[src/rtl/sdpram_fifo_ctrl.sv]
// rtl/sdpram_fifo_ctrl.sv - FIFO controller driving an external simple dual-port RAM with a registered output word
module sdpram_fifo_ctrl #(
    parameter int  DATA_WIDTH = 32,
    parameter int  MEM_DEPTH  = 1024,
    localparam int ADDR_WIDTH = $clog2(MEM_DEPTH),
    localparam int STRB_WIDTH = DATA_WIDTH / 8
) (
    input  logic                  clk,
    input  logic                  rst,
    input  logic                  s_valid,
    output logic                  s_ready,
    input  logic [DATA_WIDTH-1:0] s_data,
    output logic                  m_valid,
    input  logic                  m_ready,
    output logic [DATA_WIDTH-1:0] m_data,
    output logic [ADDR_WIDTH:0]   count,
    output logic                  full,
    output logic                  empty,
    output logic [STRB_WIDTH-1:0] wena,
    output logic [ADDR_WIDTH-1:0] addra,
    output logic [DATA_WIDTH-1:0] dina,
    output logic                  renb,
    output logic [ADDR_WIDTH-1:0] addrb,
    input  logic [DATA_WIDTH-1:0] doutb
);

    typedef enum logic [1:0] {
        IDLE  = 2'd0,
        FETCH = 2'd1,
        VALID = 2'd2
    } state_t;

    localparam logic [ADDR_WIDTH:0] MEM_FULL = (ADDR_WIDTH + 1)'(MEM_DEPTH);

    state_t                  state;
    logic [ADDR_WIDTH-1:0]   wr_ptr;
    logic [ADDR_WIDTH-1:0]   rd_ptr;
    logic [ADDR_WIDTH-1:0]   addra_q;
    logic [ADDR_WIDTH-1:0]   addrb_q;
    logic [DATA_WIDTH-1:0]   dina_q;
    logic [ADDR_WIDTH:0]     mem_count;
    logic                    push;
    logic                    rd_issue;
    logic                    mem_avail;
    logic                    out_busy;

    assign full      = (mem_count == MEM_FULL);
    assign s_ready   = !full;
    assign mem_avail = (mem_count != '0);

    // rst gating keeps the RAM strobes quiet the instant reset asserts, before any edge
    assign push     = rst && s_valid && s_ready;
    assign rd_issue = rst && mem_avail &&
                      ((state == IDLE) || ((state == VALID) && m_ready));

    assign wena  = {STRB_WIDTH{push}};
    assign addra = push ? wr_ptr : addra_q;
    assign dina  = push ? s_data : dina_q;

    assign renb  = rd_issue;
    assign addrb = rd_issue ? rd_ptr : addrb_q;

    assign m_valid  = (state == VALID);
    assign out_busy = (state != IDLE);
    assign count    = mem_count + {{ADDR_WIDTH{1'b0}}, out_busy};
    assign empty    = (count == '0);

    always_ff @(posedge clk or negedge rst) begin
        if (!rst) begin
            wr_ptr  <= '0;
            addra_q <= '0;
            dina_q  <= '0;
        end else if (push) begin
            wr_ptr  <= wr_ptr + ADDR_WIDTH'(1);
            addra_q <= wr_ptr;
            dina_q  <= s_data;
        end
    end

    always_ff @(posedge clk or negedge rst) begin
        if (!rst) begin
            rd_ptr  <= '0;
            addrb_q <= '0;
        end else if (rd_issue) begin
            rd_ptr  <= rd_ptr + ADDR_WIDTH'(1);
            addrb_q <= rd_ptr;
        end
    end

    // A push and a read issue in the same cycle cancel out
    always_ff @(posedge clk or negedge rst) begin
        if (!rst) begin
            mem_count <= '0;
        end else if (push && !rd_issue) begin
            mem_count <= mem_count + (ADDR_WIDTH + 1)'(1);
        end else if (!push && rd_issue) begin
            mem_count <= mem_count - (ADDR_WIDTH + 1)'(1);
        end
    end

    always_ff @(posedge clk or negedge rst) begin
        if (!rst) begin
            state  <= IDLE;
            m_data <= '0;
        end else begin
            case (state)
                IDLE: begin
                    if (rd_issue) begin
                        state <= FETCH;
                    end
                end
                FETCH: begin
                    m_data <= doutb;
                    state  <= VALID;
                end
                VALID: begin
                    if (m_ready) begin
                        state <= rd_issue ? FETCH : IDLE;
                    end
                end
                default: state <= IDLE;
            endcase
        end
    end

endmodule

[config.mk]
export PLATFORM = sky130hd
export DESIGN_NAME = sdpram_fifo_ctrl
export DESIGN_NICKNAME = d
export VERILOG_FILES = /design/src/rtl/sdpram_fifo_ctrl.sv
export SDC_FILE = /design/constraint.sdc
export NUM_CORES = 1
export LEC_CHECK = 0
export BUFFER_PORTS_ARGS = -buffer_cell sky130_fd_sc_hd__buf_2
export CAP_MARGIN = 25
export CELL_PAD_IN_SITES_DETAIL_PLACEMENT = 0
export CELL_PAD_IN_SITES_GLOBAL_PLACEMENT = 1
export CORE_UTILIZATION = 39
export CTS_CLUSTER_SIZE = 20
export DETAILED_ROUTE_END_ITERATION = 7
export PLACE_DENSITY_LB_ADDON = 0.1
export SETUP_SLACK_MARGIN = 0.2
export SLEW_MARGIN = 20
export SYNTH_ARGS = -nofsm -noshare
export SYNTH_HDL_FRONTEND = slang
export SYNTH_SLANG_ARGS = --single-unit
[constraint.sdc]
create_clock -name clk -period 4.7 [get_ports clk]
set_input_delay 0.94 -clock clk [delete_from_list [all_inputs] [get_ports clk]]
set_output_delay 0.94 -clock clk [all_outputs]
set_load 0.01 [all_outputs]
==> impl_metrics.toml, run 1 <==
[detailed_routing]
dr_vias = 3722
drt-initial-drc-count = 184
detailed_route_drc_error_count = 0
detail-route-antenna-nets = 0
viasPerCell = 4.74
drtPass1Iterations = 5
wl_per_cell_um = 15.3
wirelength_um = 12000

[floorplanning]
die_area_um2 = 14500
floorplan.io_pins = 172
core_region_area_um2 = 13500
die_height_um = 120
initial_core_util_pct = 40.5
die_w_um = 120
rows = 42

[clock_network]
cts_max_level = 4
post_cts_resize_count = 0
cts_made_buffers = 17
cts_root_buf = "sky130_fd_sc_hd__clkbuf_16"
cts_tree = "yes"
clock_tree.buffer_depth = 2
worst_skew_pair.late_latency_ps = 410
clock-sinks = 117
post_cts_hold_buffer_count = 0
clock_pin_slew_on_the_worst_setup_and_hold_paths_ps = 50
cts_setup_buffers = 0

[global_route]
grt_busiest_layer = "met2"
grt_use_total_pct = 17.5
met1_usage_pct = 22.7
largest_net_degree_at_the_start_of_global_routing = 70
first_global_vias = 3754
gr-usage-met3_pct = 5.09
grt_antenna_before_repair = 0
grt_pass1_wl_um = 19300
global_route.overflow_total = 0
met2_usage_pct = 27.3

[placement]
dp_worst_setup_slack_ps = 964
port_buffers = 171
post-dp-hpwl_um = 8680
finalWeightedCongestion = 0.775

[sta]
final_max_slew_violation_count = 0
worst_slew_margin_rel_pct = 41.4
timing.fmax_ghz = 0.271
final-hold-violation-count = 0
timing.final.crit_period_ps = 3690
final_critical_path_setup_slack_ps = 1010
skew_ps = 5.90
fin_crit_sh_pct = 78.6
setup-violations-final = 0
hold-worst-slack_ps = 465
tightestPinTransition_ps = 879
tns_ps = 0
grt_setup_unrepaired = "no"

[logic_synthesis]
yosysSeqAreaShare_pct = 53.7
synth_fp_nets = 507
post_synth.cell_area_avg_um2 = 12.9
postSynthRegisterBits = 117
synth_cell_types = 43
netlist_instances = 423
syn_area_um2 = 5450
synth_warnings = 0

[cells_and_area]
post_route_utilization_pct = 51.9
num-nets-final = 680
area_growth_syn_to_layout_pct = 27.9
drive_above_1_share_pct = 47.6

[worst_setup_path]
r2r-start = "mem_count[3]"
worstSetupStartpoint = "mem_count[3]"
crit_path_to = "dina[10]"
worst_ep_required_time_ps = 3760
path_class = "reg2out"
worstSetupStartpointType = "flip-flop"
rrSetupSlack_ps = 1040
endpoint_type_of_the_worst_setup_path = "output port"
critPathArrivalTime_ps = 2750
timing.rr.end = "mem_count[9]"
worst_r2r_path_depth = 12
path_max_fanout = 53

[outcome]
run_status = "complete, no violations"

[job]
max-cap-violations = 0

[power_and_ir_drop]
p_per_area_nw_per_um2 = 616
vdd_ir_drop_max_mv = 0.306
power_leakage_nw = 3.49

[hold_path]
min-delay-path-class = "reg2reg"
-- power breakdown --
group / switching (mW) / internal (mW)
clock: 0.456 / 0.754
sequential: 0.274 / 1.32
combinational: 0.773 / 0.717
total: 1.50 / 2.79
-- critical path, stage by stage (launching register included) --
cell and delay (ps):
sky130_fd_sc_hd__dfrtp_1 530, sky130_fd_sc_hd__nor4_4 350, sky130_fd_sc_hd__nand4_2 190, sky130_fd_sc_hd__and3_2 290, sky130_fd_sc_hd__buf_4 370, sky130_fd_sc_hd__mux2_4 410, sky130_fd_sc_hd__buf_2 150
-- flip-flops by register name (all words and copies together) (netlist names) --
name       flops
dina_q        32
rd_ptr        10
addrb_q       10
addra_q       10
wr_ptr        10
mem_count     11
m_data        32
state          2
-- metal layers --
layer | vias up | wire, µm
met5 | - | 0
met4 | 0 | 212
met3 | 15 | 583
met2 | 103 | 5650
met1 | 1775 | 5580
li1 | 1829 | -
-- per-stage QoR --
step / total power [mW] / cells / area (µm²)
finish: 4.30 / 786 / 6980
global route: 4.58 / 785 / 6970
CTS: 4.34 / 785 / 6970
detailed placement: 3.11 / 753 / 6410
global placement: 3.08 / 753 / 6410
floorplan: 2.56 / 423 / 5450
-- cells in the mapped netlist, drive strengths merged --
| library cell | n | share of area [%] |
|---|---|---|
| dfrtp | 117 | 54 |
| mux2 | 75 | 18 |
| nand2 | 51 | 3.5 |
| xnor2 | 21 | 3.4 |
| buf | 15 | 2.5 |
| ha | 15 | 3.4 |
| xor2 | 15 | 2.4 |
| nand4 | 12 | 1.5 |
| o21ai | 11 | 1.0 |
| inv | 10 | 0.69 |
| a21oi | 9 | 0.83 |
| nand3 | 9 | 0.83 |
| clkbuf | 8 | 0.55 |
| nor3 | 8 | 0.73 |
| and3 | 6 | 0.69 |
| nor2 | 6 | 0.41 |
| or4 | 5 | 0.69 |
| a31oi | 4 | 0.46 |
| nor4 | 4 | 0.85 |
| nor2b | 3 | 0.34 |
| a211oi | 2 | 0.28 |
| a21o | 2 | 0.28 |
| nand2b | 2 | 0.23 |
| o31ai | 2 | 0.28 |
| a311oi | 1 | 0.16 |
| and4 | 1 | 0.16 |
| fa | 1 | 0.37 |
| mux2i | 1 | 0.18 |
| nand3b | 1 | 0.14 |
| nor3b | 1 | 0.14 |
| nor4b | 1 | 0.16 |
| o2111ai | 1 | 0.28 |
| o211ai | 1 | 0.14 |
| o221ai | 1 | 0.16 |
| or2 | 1 | 0.11 |
-- layout make-up --
type	instances	area [µm²]
timing repair buffer	177	903
fill	1228	6480
multi-input combinational	273	2320
tap	176	220
sequential	117	2930
clock inverter	11	101
clock buffer	21	460
inverter	10	37.5
antenna	1	2.50
-- placed cells by master, fill, tap and decap left out, types with 5 or more instances in the layout --
master	count
sky130_fd_sc_hd__a21oi_1	9
sky130_fd_sc_hd__and3_1	5
sky130_fd_sc_hd__buf_2	170
sky130_fd_sc_hd__buf_4	7
sky130_fd_sc_hd__clkbuf_16	17
sky130_fd_sc_hd__dfrtp_1	117
sky130_fd_sc_hd__ha_1	15
sky130_fd_sc_hd__inv_1	8
sky130_fd_sc_hd__mux2_2	32
sky130_fd_sc_hd__mux2_4	43
sky130_fd_sc_hd__nand2_1	51
sky130_fd_sc_hd__nand3_1	9
sky130_fd_sc_hd__nand4_1	11
sky130_fd_sc_hd__nor2_1	6
sky130_fd_sc_hd__nor3_1	8
sky130_fd_sc_hd__o21ai_0	7
sky130_fd_sc_hd__or4_1	5
sky130_fd_sc_hd__xnor2_1	21
sky130_fd_sc_hd__xor2_1	15
-- how the worst min path moves through the flow --
stage | startpoint | endpoint | slack [ps] | cells past startpoint
6_report | rd_ptr[9] | rd_ptr[9] | 470 | 1
5_1_grt | addrb_q[9] | addrb_q[9] | 490 | 2
4_1_cts | rd_ptr[9] | rd_ptr[9] | 470 | 1
3_5_place_dp | addrb_q[9] | addrb_q[9] | 460 | 2
3_3_place_gp | addrb_q[2] | addrb_q[2] | 450 | 2
2_1_floorplan | rd_ptr[9] | rd_ptr[9] | 440 | 1
-- kinds of logic (layout without fill, tap and decap cells) --
logic type | after synthesis | in the layout | synth area share, %
mux | 76 | 76 | 18.6
compound gates | 34 | 34 | 3.85
simple gates | 111 | 111 | 10.5
xor+xnor | 36 | 36 | 5.78
flops | 117 | 117 | 53.7
buf+inv | 33 | 219 | 3.76
other cells | 0 | 1 | 0
fa+ha+maj | 16 | 16 | 3.81
Note: power is estimated with default switching activity, not from simulation.
==> run 2, diff against run 1 <==
ABC_AREA = 1   (was unset)
CORE_UTILIZATION = 38   (was 39)
clock period = 3.4 ns   (was 4.7 ns; I/O delays follow)
==> run 2 against run 1 <==
Compared with the run above: the flow now finishes with violations (design-rule violations); critical path depth up 1; highest routed layer unchanged; first-iteration DRC count up 32%; worst setup slack worse by 620 ps; final cell count up 29%; flip-flop and latch count unchanged.
==> impl_metrics.toml, run 2 <==
[outcome]
run_status = "finished, violations left"
violations_in_the_final_reports = "design-rule violations"

[logic_synthesis]
synth_edf_count = 0
synth_top_area_share_pct = 52.0
synthDominantAreaCellType = "sky130_fd_sc_hd__dfrtp_1"
synth_warnings = 0
synth-async-reset-ratio_pct = 100
muxShareOfSynthArea_pct = 6.40
yosysSeqAreaShare_pct = 52.0
synthXorXnorAreaFrac_pct = 3.26
synth.most_common_cell = "sky130_fd_sc_hd__nand2_1"
netlist_top_cells_count = "sky130_fd_sc_hd__nand2_1, sky130_fd_sc_hd__dfrtp_1, sky130_fd_sc_hd__inv_1"
synth_simple_gate_area_share_pct = 22.8
synth_cell_types = 33
synth_compound_gate_area_share_pct = 5.24
netlist_top_cells_area = "sky130_fd_sc_hd__dfrtp_1, sky130_fd_sc_hd__nand2_1, sky130_fd_sc_hd__mux2_2, sky130_fd_sc_hd__inv_1, sky130_fd_sc_hd__ha_1"
synth_fp_nets = 723
synth_top_family_by_area = "simple AND/OR/NAND/NOR gates"
synthAdderAreaFrac_pct = 3.69
syn_area_um2 = 5630
synth_flop_cell = "sky130_fd_sc_hd__dfrtp_1"
netlist_instances = 639
post_synth.cell_area_avg_um2 = 8.82
postSynthRegisterBits = 117

[worst_setup_path]
path_max_fanout = 13
rrSetupSlack_ps = 520
worst_r2r_path_depth = 15
worstSetupStartpointType = "flip-flop"
crit_path_to = "addra[9]"
endpoint_type_of_the_worst_setup_path = "output port"
path_class = "reg2out"
r2r-start = "mem_count[6]"
timing.rr.end = "mem_count[6]"
critPathArrivalTime_ps = 2340
worstSetupStartpoint = "mem_count[8]"
worst_ep_required_time_ps = 2720

[detailed_routing]
drt-initial-drc-count = 243
wl_per_cell_um = 14.0
drtPass1Iterations = 6
wirelength_um = 14200
viasPerCell = 4.64
detail-route-antenna-nets = 0
dr_vias = 4702
detailed_route_drc_error_count = 1

[cells_and_area]
drive_above_1_share_pct = 30.4
final_cell_mix = "sky130_fd_sc_hd__nand2_1, sky130_fd_sc_hd__buf_2, sky130_fd_sc_hd__dfrtp_1, sky130_fd_sc_hd__inv_1, sky130_fd_sc_hd__o21ai_0"
final.fill_count = 1398
mostFrequentLayoutCell = "sky130_fd_sc_hd__nand2_1"
biggestRegsByFlops = "dina_q: 32 flops, m_data: 32 flops, mem_count: 11 flops"
final-instance-count-excl-fill = 1013
num-nets-final = 900
antenna_cells_inserted = 0
area_growth_syn_to_layout_pct = 29.3

[clock_network]
cts_setup_buffers = 0
cts_root_buf = "sky130_fd_sc_hd__clkbuf_16"
worst_skew_pair.late_latency_ps = 420
cts_made_buffers = 17
cts_tree = "yes"
clock_pin_slew_on_the_worst_setup_and_hold_paths_ps = 50
post_cts_hold_buffer_count = 0
clock-sinks = 117
cts_max_level = 4
clock_tree.buffer_depth = 2

[sta]
setup-violations-final = 0
timing.fmax_ghz = 0.332
skew_ps = 11.2
timing.final.crit_period_ps = 3020
grt_setup_unrepaired = "no"
final-hold-violation-count = 0
final_critical_path_setup_slack_ps = 385
tightestPinTransition_ps = 616
worst_slew_margin_rel_pct = 58.9
final_max_slew_violation_count = 0
tns_ps = 0
fin_crit_sh_pct = 88.7

[floorplanning]
die_w_um = 124
die_height_um = 124
core_region_area_um2 = 14500
initial_core_util_pct = 38.9
rows = 44
die_area_um2 = 15300
floorplan.io_pins = 172

[global_route]
grt_pass1_wl_um = 22100
grt_busiest_layer = "met2"
grt_use_total_pct = 19.1
global_route.overflow_total = 0
met2_usage_pct = 31.7
gr-usage-met3_pct = 4.76
first_global_vias = 4412
largest_net_degree_at_the_start_of_global_routing = 55
grt_antenna_before_repair = 0
met1_usage_pct = 23.8

[job]
max-cap-violations = 0

[hold_path]
min-delay-path-class = "in2async"

[placement]
dp_worst_setup_slack_ps = 425
port_buffers = 171
post-dp-hpwl_um = 10100
finalWeightedCongestion = 0.828
placed_cells_incl_taps = 979

[power_and_ir_drop]
p_per_area_nw_per_um2 = 855
vdd_ir_drop_max_mv = 0.389
power_leakage_nw = 3.88
==> run 2: layout make-up <==
type                    count  area (µm²)  share of cell area [%]
flip-flops and latches    117        2930                    40.2
multi-input cells         442        2370                    32.5
repair buffers            178         923                    12.7
clock buffers              21         460                    6.32
well taps                 184         230                    3.16
inverters                  60         225                    3.09
clock inverters            11         150                    2.06
==> run 2: logic make-up (layout without fill, tap and decap cells) <==
family                   Yosys count  in the layout
XOR/XNOR                          21             21
buffers and inverters             82            270
multiplexers                      32             32
AND/OR/NAND/NOR                  316            318
AO/OA/AOI/OAI                     55             55
adder cells (fa/ha/maj)           16             16
flip-flops                       117            117
==> run 2: how the worst min path moves through the flow <==
stage	endpoint	from	depth (start not counted)
final	mem_count[8]	rst	1
after global routing	mem_count[8]	rst	1
after CTS	mem_count[8]	rst	1
after detailed placement	dina_q[1]	dina_q[1]	2
after global placement	dina_q[4]	dina_q[4]	2
after floorplan	addra_q[0]	rst	0
==> run 2: what timing repair did <==
action	4_1_cts	5_1_grt
endpoints found under the setup margin	7	27
gates resized for setup	1	1
gates cloned	1	1
pin swaps	1	1
==> run 2: power breakdown <==
| group | total [mW] | internal (mW) | switching, mW | leakage, nW |
|---|---|---|---|---|
| Combinational | 2.24 | 0.909 | 1.33 | 2.14 |
| Clock | 1.83 | 1.19 | 0.642 | 0.294 |
| Sequential | 2.15 | 1.85 | 0.304 | 1.45 |
==> run 2: critical path, cell delays in order (launching register included) <==
cell and delay [ps]:
sky130_fd_sc_hd__dfrtp_1 470, sky130_fd_sc_hd__inv_1 100, sky130_fd_sc_hd__nand2_1 160, sky130_fd_sc_hd__nor2_1 120
sky130_fd_sc_hd__nand2_2 220, sky130_fd_sc_hd__nand3_2 320, sky130_fd_sc_hd__o21ai_0 330, sky130_fd_sc_hd__buf_2 200
==> run 2: per-stage QoR <==
stage                     hold WS [ps]  utilization (%)  power (mW)  instance area (µm²)
after global placement             445             45.8        4.38                 6630
after detailed placement           454             45.9        4.42                 6650
after CTS                         72.6             50.2        6.31                 7270
after global routing              88.4             50.3        6.70                 7280
after floorplan                    384                -        3.61                 5630
final                              102             50.3        6.23                 7280
==> run 2: layer usage <==
metal | share of wire (%) | wire length [µm]
met5 | 0 | 0
met4 | 1.4 | 192
met3 | 6.8 | 961
met2 | 47 | 6700
met1 | 45 | 6360
==> run 3, diff against run 2 <==
CELL_PAD_IN_SITES_DETAIL_PLACEMENT = 1   (was 0)
==> run 3 against run 2 <==
Compared with the run above: the flow still finishes with violations (design-rule violations); clock skew fell by 5.2 ps; routed wire length rose by 13%; worst setup slack improved by 6.5 ps; count of clock-buffer cells in the layout fell by 1; fmax rose by 0.22%; largest cell class unchanged; largest power group unchanged; highest routed layer unchanged.
==> impl_metrics.toml, run 3 (same netlist as run 2, synthesis figures left out) <==
[detailed_routing]
dr_vias = 4901
route.layer.met1.wl_um = 6830
wl_met3_um = 972
drt-initial-drc-count = 172
detail-route-antenna-nets = 0
detailed_route_drc_error_count = 2
wl_per_cell_um = 15.8
wirelength_um = 16100
drtPass1Iterations = 6
viasPerCell = 4.84
route.met2.wl_um = 7970
route.top_layer_used = "met4"

[worst_setup_path]
worstPathBufferInverterCount = 2
critical_path.cell_chain = "inv_1 -> nand2_1 -> nor2_1 -> nand2_2 -> nand3_4 -> nand2_1 -> o21ai_0 -> buf_2"
worstSetupStartpointType = "flip-flop"
path_class = "reg2out"
critPathArrivalTime_ps = 2330
worst_ep_required_time_ps = 2720
slowest_delay_ps = 470
path_common_cell = "sky130_fd_sc_hd__nand2_1"
slowest_cell_on_the_critical_path = "sky130_fd_sc_hd__dfrtp_1"
timing.critical_path.max_delay_family = "simple AND/OR/NAND/NOR gates"
path_max_fanout = 27
endpoint_type_of_the_worst_setup_path = "output port"

[outcome]
run_status = "finished, violations left"
violations_in_the_final_reports = "design-rule violations"

[floorplanning]
floorplan.io_pins = 172
core_region_area_um2 = 14500
die_area_um2 = 15300
die_height_um = 124
rows = 44
die_w_um = 124
initial_core_util_pct = 38.9

[global_route]
largest_net_degree_at_the_start_of_global_routing = 55
grt_use_total_pct = 22.0
grt_pass1_wl_um = 25300
grt_antenna_before_repair = 0
first_global_vias = 5047
global_route.overflow_total = 0

[cells_and_area]
mostFrequentLayoutCell = "sky130_fd_sc_hd__nand2_1"
final-instance-count-excl-fill = 1013
num-nets-final = 899
post_route_utilization_pct = 50.2
area_growth_syn_to_layout_pct = 29.0
final.fill_count = 1758
final_cell_mix = "sky130_fd_sc_hd__nand2_1, sky130_fd_sc_hd__buf_2, sky130_fd_sc_hd__dfrtp_1, sky130_fd_sc_hd__inv_1, sky130_fd_sc_hd__o21ai_0"
stdcell_area_um2 = 7270
biggestRegsByFlops = "dina_q: 32 flops, m_data: 32 flops, mem_count: 11 flops"
drive_above_1_share_pct = 30.8

[power_and_ir_drop]
p_per_area_nw_per_um2 = 863
power_leakage_nw = 3.88
post-layout-total-power_mw = 6.28
vdd_ir_drop_max_mv = 0.421

[clock_network]
post_cts_hold_buffer_count = 0
cts_setup_buffers = 0
clock-sinks = 117
worst_skew_pair.late_latency_ps = 420
cts_root_buf = "sky130_fd_sc_hd__clkbuf_16"
clock_pin_slew_on_the_worst_setup_and_hold_paths_ps = 50
cts_max_level = 4
cts_made_buffers = 17
clock_tree.buffer_depth = 2
cts_tree = "yes"

[sta]
fin_crit_sh_pct = 88.5
tns_ps = 0
hold-worst-slack_ps = 82.7
setup-violations-final = 0
worst_slew_margin_rel_pct = 59.1
final_max_slew_violation_count = 0
skew_ps = 5.99
grt_setup_unrepaired = "yes"
final_critical_path_setup_slack_ps = 391
timing.fmax_ghz = 0.332
final-hold-violation-count = 0
tightestPinTransition_ps = 613
timing.final.crit_period_ps = 3010

[placement]
dp_worst_setup_slack_ps = 361
post-dp-hpwl_um = 11700
port_buffers = 171
finalWeightedCongestion = 0.828
placed_cell_area_um2 = 6650
placed_cells_incl_taps = 979

[job]
max-cap-violations = 0

[hold_path]
min-delay-path-class = "in2async"
## run 3: area by class of cell
cell class              count  area, µm²  area share, %
clock buffers              20        467           6.42
clock inverters            12        128           1.76
inverters                  60        225           3.10
multi-input cells         441       2360           32.5
well taps                 184        230           3.17
diodes                      1       2.50         0.0344
flip-flops and latches    117       2930           40.3
repair buffers            178        927           12.8
## run 3: report_power, final
part / switching, mW / leakage, nW / total [mW] / internal, mW
Combinational: 1.39 / 2.14 / 2.32 / 0.921
Sequential: 0.324 / 1.45 / 2.17 / 1.85
Clock: 0.655 / 0.296 / 1.79 / 1.13
## run 3: worst reg2reg max path, cell delays in order, from the launching register on
cell	delay [ps]
sky130_fd_sc_hd__dfrtp_1	460
sky130_fd_sc_hd__inv_1	130
sky130_fd_sc_hd__nand4_2	160
sky130_fd_sc_hd__nor2_4	230
sky130_fd_sc_hd__nand2_1	130
sky130_fd_sc_hd__nand2_4	80
sky130_fd_sc_hd__ha_1	220
sky130_fd_sc_hd__inv_1	210
sky130_fd_sc_hd__ha_1	400
sky130_fd_sc_hd__a21oi_1	330
sky130_fd_sc_hd__nor2_1	80
sky130_fd_sc_hd__nor2_1	130
sky130_fd_sc_hd__nand3_1	90
sky130_fd_sc_hd__nand3_1	90
sky130_fd_sc_hd__nand2_1	60
## run 3: final timing paths
check	from	to	slack [ps]	depth (start not counted)
worst min-delay path	rst	mem_count[10]	80	1
worst max register to register	mem_count[7]	mem_count[8]	500	14
min in group clk	dina_q[10]	dina_q[10]	470	2
max in group asynchronous	rst	m_data[18]	1790	4
worst min register to register	dina_q[10]	dina_q[10]	470	2
worst max-delay path	mem_count[8]	addra[1]	390	8
## run 3: metal layers
layer | vias up | GRT usage, %
li1 | 2371 | -
met1 | 2382 | 25.9
met2 | 125 | 38.3
met3 | 23 | 5.31
met4 | 0 | 9.04
met5 | - | 0
## run 3: what timing repair did
| action | in CTS | in global routing |
|---|---|---|
| gates resized for setup | 1 | 4 |
| setup endpoints to repair | 10 | 28 |
| gates cloned | 1 | 0 |
| pin swaps | 1 | 0 |
